## config.mk

```make
export PLATFORM = sky130hd
export DESIGN_NAME = aes128_sub_bytes_serial
export DESIGN_NICKNAME = d
export VERILOG_FILES = /design/src/rtl/aes128_sub_bytes_serial.sv
export SDC_FILE = /design/constraint.sdc
export NUM_CORES = 1
export LEC_CHECK = 0
export ABC_AREA = 1
export CAP_MARGIN = 20
export CORE_MARGIN = 10
export CORE_UTILIZATION = 40
export DETAILED_ROUTE_END_ITERATION = 8
export PLACE_DENSITY_LB_ADDON = 0.15
export SLEW_MARGIN = 20
export SYNTH_ARGS = -nofsm -noshare
export SYNTH_HDL_FRONTEND = slang
export SYNTH_SLANG_ARGS = --single-unit
```

## constraint.sdc

```tcl
create_clock -name clk_i -period 10.7 [get_ports clk_i]
set_input_delay 2.14 -clock clk_i [delete_from_list [all_inputs] [get_ports clk_i]]
set_output_delay 2.14 -clock clk_i [all_outputs]
set_load 0.03 [all_outputs]
```

## src/rtl/aes128_sub_bytes_serial.sv

```systemverilog
// Byte-serial AES SubBytes engine.
// A start pulse captures an N_BYTES word. One substituted byte is then
// streamed per clock with its index, and the last byte is flagged with done_o.
// The substitution comes from an internal FIPS-197 S-box ROM, or from a
// shared external S-box through the sbox_sub_o / sbox_sub_i ports.
module aes128_sub_bytes_serial #(
   parameter int unsigned N_BYTES       = 16,
   parameter bit          EXTERNAL_SBOX = 1'b0
) (
   input  logic                 clk_i,
   input  logic                 rst_n_i,
   input  logic [N_BYTES*8-1:0] data_i,
   input  logic                 start_i,
   output logic [7:0]           data_o,
   output logic [3:0]           addr_o,
   output logic                 valid_o,
   output logic                 done_o,
   output logic [7:0]           sbox_sub_o,
   input  logic [7:0]           sbox_sub_i
);

   localparam logic [3:0] LAST = 4'(N_BYTES - 1);

   // Forward S-box. Entry 0 is in the most significant byte.
   localparam logic [0:255][7:0] SBOX = {
      128'h637c777bf26b6fc53001672bfed7ab76,
      128'hca82c97dfa5947f0add4a2af9ca472c0,
      128'hb7fd9326363ff7cc34a5e5f171d83115,
      128'h04c723c31896059a071280e2eb27b275,
      128'h09832c1a1b6e5aa0523bd6b329e32f84,
      128'h53d100ed20fcb15b6acbbe394a4c58cf,
      128'hd0efaafb434d338545f9027f503c9fa8,
      128'h51a3408f929d38f5bcb6da2110fff3d2,
      128'hcd0c13ec5f974417c4a77e3d645d1973,
      128'h60814fdc222a908846eeb814de5e0bdb,
      128'he0323a0a4906245cc2d3ac629195e479,
      128'he7c8376d8dd54ea96c56f4ea657aae08,
      128'hba78252e1ca6b4c6e8dd741f4bbd8b8a,
      128'h703eb5664803f60e613557b986c11d9e,
      128'he1f8981169d98e949b1e87e9ce5528df,
      128'h8ca1890dbfe6426841992d0fb054bb16
   };

   typedef enum logic {
      IDLE,
      BUSY
   } state_t;

   state_t               state;
   state_t               state_next;
   logic [3:0]           cnt;
   logic [3:0]           cnt_next;
   logic [N_BYTES*8-1:0] word;
   logic [7:0]           cur_byte;

   // State, byte counter and captured word registers.
   always_ff @(posedge clk_i) begin
      if (!rst_n_i) begin
         state <= IDLE;
         cnt   <= '0;
         word  <= '0;
      end else begin
         state <= state_next;
         cnt   <= cnt_next;
         if (start_i) begin
            word <= data_i;
         end
      end
   end

   // Next-state logic. A start restarts from byte 0 in either state.
   always_comb begin
      state_next = state;
      cnt_next   = cnt;
      case (state)
         IDLE: begin
            if (start_i) begin
               state_next = BUSY;
               cnt_next   = '0;
            end
         end
         BUSY: begin
            if (start_i) begin
               cnt_next = '0;
            end else if (cnt == LAST) begin
               state_next = IDLE;
               cnt_next   = '0;
            end else begin
               cnt_next = cnt + 4'd1;
            end
         end
         default: begin
            state_next = IDLE;
            cnt_next   = '0;
         end
      endcase
   end

   // Select the captured byte addressed by the counter.
   // A compare loop avoids index-width mismatches for small N_BYTES.
   always_comb begin
      cur_byte = '0;
      for (int unsigned k = 0; k < N_BYTES; k++) begin
         if (cnt == 4'(k)) begin
            cur_byte = word[8*k +: 8];
         end
      end
   end

   // Output stage. All outputs are forced to zero outside BUSY.
   always_comb begin
      valid_o    = 1'b0;
      done_o     = 1'b0;
      addr_o     = '0;
      sbox_sub_o = '0;
      data_o     = '0;
      if (state == BUSY) begin
         valid_o    = 1'b1;
         done_o     = (cnt == LAST);
         addr_o     = cnt;
         sbox_sub_o = cur_byte;
         data_o     = EXTERNAL_SBOX ? sbox_sub_i : SBOX[cur_byte];
      end
   end

endmodule

```

==> flow_summary.yaml, run 1 <==
critical_path:
  cpMostUsedCell: "nand2_1"
  cp_slowest_cell: "inv_1"
  crit_fanout: 35
  cpPeakStageDelay_ns: 0.99
  worstSetupPathType: "reg -> out"
  startpoint_type: "register"
  required_ns: 8.56
  reg2reg_slack_ns: 8.53
  worst_ep_arrival_time_ns: 5.85
  end_kind: "output port"
die:
  num_rows: 55
  die_x_um: 172.3
  core_mm2: 0.02271
  ios: 161
  die_h_um: 172.3
  start_util: 0.4084
  die_area_mm2: 0.02968
cells_and_area:
  final_nets: 1803
  drive_gt1_frac: 0.06148
  area_delta_synth_final_pct: 22.37
  n_antenna_cell: 0
yosys:
  yosys.area.top_type_share: 0.2871
  synthTopCellsByCount: "nand2_1 (327), nand3_1 (326), nor2_1 (323)"
  yosysTopAreaCell: "dfxtp_1"
  ys_top_cells_by_area: "dfxtp_1 (29%), nand3_1 (18%), nand2_1 (13%)"
  yosys_most_used_dff: "dfxtp_1"
  synth_area_mm2: 0.009275
  synth_edf_count: 0
  yosysMostFrequentCell: "nand2_1"
  synth-seq-area-share: 0.2871
  syn_inst: 1567
  ys_warn_count: 0
  ys_ff_latch: 133
  synth_cell_types: 35
  ys_async_sr_fraction: 0
  synth.avg_cell_area_um2: 5.919
  synth_nets: 1724
timing:
  setup-tns-final_ns: 0
  rsz0062_at_grt: "false"
  finalCriticalPeriod_ns: 7.993
  maxSlewViolCount: 0
  period_share: 0.7470
  tightest_slew_ns: 1.201
  slew_headroom: 0.1986
  setup_viol: 0
  finalHoldViolCount: 0
  skew_ns: 0.002943
  max_freq_mhz: 125.1
cts:
  cts_tree: "built"
  h-tree-depth: 4
  clock_latency_ns: 0.42
  post_cts_resized: 0
  cts_buffer_depth: 2
  cts_setup_buffers: 0
  numClockSinks: 133
  ctsHoldBuffers: 0
  cts_root_buffer: "clkbuf_16"
  clk_pin_slew_ns: 0.07
  cts_buffers: 17
route:
  detail-route-antenna-nets: 0
  routed-via-count: 10740
  detail_route.vias_per_cell: 5.525
  drt_first_pass_iters: 6
  drc: 0
  drt_iter0_drc: 1289
  wire_per_inst_um: 17.92
  wl_um: 34830
pwr:
  power_w: 0.001614
  ir_worst_vdd_mv: 0.09200
  power_density_mw_per_mm2: 142.2
  power.leakage_nw: 5.189
global_route:
  grt_pass1_wl_um: 55210
  overflow: 0
  grt_max_degree: 131
  grt_pass1_vias: 10290
  antenna_found_initial: 1
  track_usage: 0.2325
placement:
  gp_congestion: 1.012
  dp_hpwl_um: 23230
  port_buffers: 152
min_path:
  hold_class: "reg -> reg"
run:
  max_cap_viol_count: 0
run_status:
  status: "complete, no violations"
## cells by family after synthesis
| group | share of synthesized area |
|---|---|
| simple gates | 0.4905 |
| compound gates | 0.1089 |
| buf+inv | 0.08836 |
| flops | 0.2871 |
| fa+ha+maj | 0.02428 |
| xor+xnor | 0.0009445 |
## worst max-delay path: cells and delay by family, from the launching register on
kind                     cells  cell delay, ns
buffers and inverters        4            1.95
flip-flops                   1            0.37
adder cells (fa/ha/maj)      1            0.38
AO/OA/AOI/OAI                2            0.42
AND/OR/NAND/NOR             20            2.27
## per-stage QoR
| stage | util | hold slack, ns | setup slack, ns | instances | area [µm²] |
|---|---|---|---|---|---|
| 6_report | 0.4998 | 0.4563 | 2.707 | 1944 | 11350 |
| 5_1_grt | 0.4998 | 0.4976 | 2.267 | 1944 | 11350 |
| 4_1_cts | 0.4988 | 0.4618 | 2.813 | 1943 | 11330 |
| 3_5_place_dp | 0.4729 | 0.4515 | 3.276 | 1911 | 10740 |
| 3_3_place_gp | 0.4729 | 0.4456 | 3.236 | 1911 | 10740 |
| 2_1_floorplan | - | 0.4340 | 5.214 | 1567 | 9275 |
## cell usage in the layout, fill, tap and decap left out, drive strengths merged, types with 2 or more instances in the layout
cell,instances
a21oi,42
buf,12
clkbuf,17
clkdlybuf4s50,150
clkinv,6
clkinvlp,2
dfxtp,133
ha,18
inv,90
nand2,342
nand3,335
nand3b,4
nand4,10
nor2,330
nor3,2
o211ai,6
o21ai,142
or2,12
## registers in the layout, indices dropped and copies added (netlist names)
| name | flops |
|---|---|
| cnt | 4 |
| state | 1 |
| word | 128 |
## worst paths after layout
path / from / to / depth (start not counted)
setup / recovery: cnt[1] / data_o[1] / 27
hold / removal: word[97] / word[97] / 2
setup reg to reg: cnt[2] / cnt[3] / 7
hold reg to reg: word[97] / word[97] / 2
## layer usage
metal | part of all wire | track usage | vias up
li1 | - | - | 5300
met2 | 0.42 | 0.3430 | 533
met1 | 0.44 | 0.3105 | 4826
met3 | 0.11 | 0.07615 | 80
met4 | 0.028 | 0.07946 | 2
met5 | 0.00046 | 0 | -
## power breakdown
group / switching (W) / internal, W
combinational: 0.000312 / 0.000169
clock: 0.000257 / 0.000331
sequential: 0.0000168 / 0.000529
## cell type report
cell class,instances,area [µm²]
Fill cell,2449,11360
Clock inverter,15,161.4
Timing Repair Buffer,162,1602
Clock buffer,17,425.4
Tap cell,285,356.6
Sequential cell,133,2663
Inverter,84,317.8
Multi-Input combinational cell,1248,5824
No activity file was read; power rests on OpenSTA's default activity.
==> inputs of run 2 (changes only) <==
- clock period: 10.7 -> 7.45 ns (I/O delays scaled with it)
==> flow_summary.yaml, run 2 (synthesis gave the netlist of run 1 again) <==
cells_and_area:
  reg_top3: "word (128), cnt (4), state (1)"
  drive_gt1_frac: 0.06599
  final_common_cell: "nand2_1"
  area_delta_synth_final_pct: 23.28
  final_nets: 1811
  largest_reg_flops: 128
  n_antenna_cell: 0
  top_register: "word"
  layout_common_cells: "nand2_1 (327), nand3_1 (326), nor2_1 (323)"
  final_core_util: 0.5035
critical_path:
  crit_fanout: 12
  reg2reg_slack_ns: 5.51
  worst_ep_arrival_time_ns: 5.46
  startpoint_type: "register"
  end_kind: "output port"
  worstSetupPathType: "reg -> out"
  required_ns: 5.96
global_route:
  antenna_found_initial: 0
  grt_pass1_vias: 10300
  track_usage: 0.2432
  overflow: 0
  grt_max_degree: 131
  grt_pass1_wl_um: 57280
cts:
  numClockSinks: 133
  h-tree-depth: 4
  cts_buffer_depth: 2
  cts_setup_buffers: 0
  post_cts_resized: 0
  cts_root_buffer: "clkbuf_16"
  ctsHoldBuffers: 0
  clk_pin_slew_ns: 0.07
  cts_buffers: 17
  cts_tree: "built"
  clock_latency_ns: 0.41
timing:
  tightest_slew_ns: 0.8427
  setup-tns-final_ns: 0
  finalHoldViolCount: 0
  setup_viol: 0
  max_freq_mhz: 143.9
  maxSlewViolCount: 0
  finalCriticalPeriod_ns: 6.951
  period_share: 0.9331
  skew_ns: 0.002500
  slew_headroom: 0.4382
  rsz0062_at_grt: "false"
pwr:
  power_w: 0.002349
  ir_worst_vdd_mv: 0.1329
  power.leakage_nw: 5.242
  power_density_mw_per_mm2: 205.4
placement:
  dp_hpwl_um: 24640
  port_buffers: 152
  gp_congestion: 0.9671
die:
  ios: 161
  die_area_mm2: 0.02968
  num_rows: 55
  die_x_um: 172.3
  core_mm2: 0.02271
  start_util: 0.4084
  die_h_um: 172.3
route:
  drt_iter0_drc: 1118
  wl_um: 36460
  wire_per_inst_um: 18.68
  drc: 0
  routed-via-count: 10830
  detail_route.vias_per_cell: 5.548
  drt_first_pass_iters: 6
  detail-route-antenna-nets: 0
run:
  max_cap_viol_count: 0
min_path:
  hold_class: "reg -> reg"
run_status:
  status: "complete, no violations"
[run 2: cell count changes in the layout (fill, tap and decap cells not counted), moves of 2 or more]
cell,delta
inv_6,-4
clkinv_8,+2
inv_8,+4
buf_4,+7
buf_12,+2
[run 2: critical path, stage by stage, from the launching register on]
cell	delay (ns)
dfxtp_1	0.36
inv_1	0.10
ha_1	0.37
inv_2	0.17
nor3_1	0.53
nand2_1	0.10
nand3_1	0.12
o211ai_1	0.10
nand3_1	0.12
nand2_1	0.06
nand3_1	0.11
nand2_1	0.10
nand3_1	0.08
nand2_1	0.05
nand3_1	0.10
nand3_1	0.13
nand3_1	0.12
nand2_1	0.09
a21oi_4	0.51
inv_1	0.45
nand3_1	0.19
nand3_1	0.08
nand2_1	0.08
nor2_1	0.06
nor2_1	0.13
clkdlybuf4s50_1	0.69
[run 2: worst paths after layout]
kind | from | end | cells past startpoint
worst max-delay path | cnt[1] | data_o[6] | 25
worst min-delay path | word[114] | word[114] | 2
worst min register to register | word[114] | word[114] | 2
worst max register to register | cnt[2] | cnt[3] | 8
[run 2: power by group]
group	switching, W	leakage, nW	internal, W
clock	0.000405	0.293	0.000457
combinational	0.000455	3.84	0.000248
sequential	0.0000243	1.11	0.000760
total	0.000884	5.24	0.00147
[run 2: area by class of cell]
type	count	area (µm²)
tap	285	356.6
timing repair buffer	170	1683
fill	2418	11270
multi-input combinational	1248	5812
clock inverter	15	177.7
sequential	133	2663
inverter	84	317.8
clock buffer	17	425.4
[run 2: metrics by stage]
| step | instance area [µm²] | setup slack [ns] | std cells | hold WS (ns) |
|---|---|---|---|---|
| global placement | 10820 | 1.107 | 1920 | 0.4438 |
| CTS | 11420 | 0.6561 | 1952 | 0.4574 |
| detailed placement | 10820 | 1.117 | 1920 | 0.4471 |
| floorplan | 9275 | 2.614 | 1567 | 0.4340 |
| finish | 11430 | 0.4987 | 1952 | 0.4560 |
| global route | 11430 | 0.2137 | 1952 | 0.4936 |
[run 2: routing by layer]
metal  share of wire  global-route usage
met5               0                   0
met2            0.43              0.3715
met4           0.020             0.06072
met1            0.44              0.3311
met3            0.11             0.06521
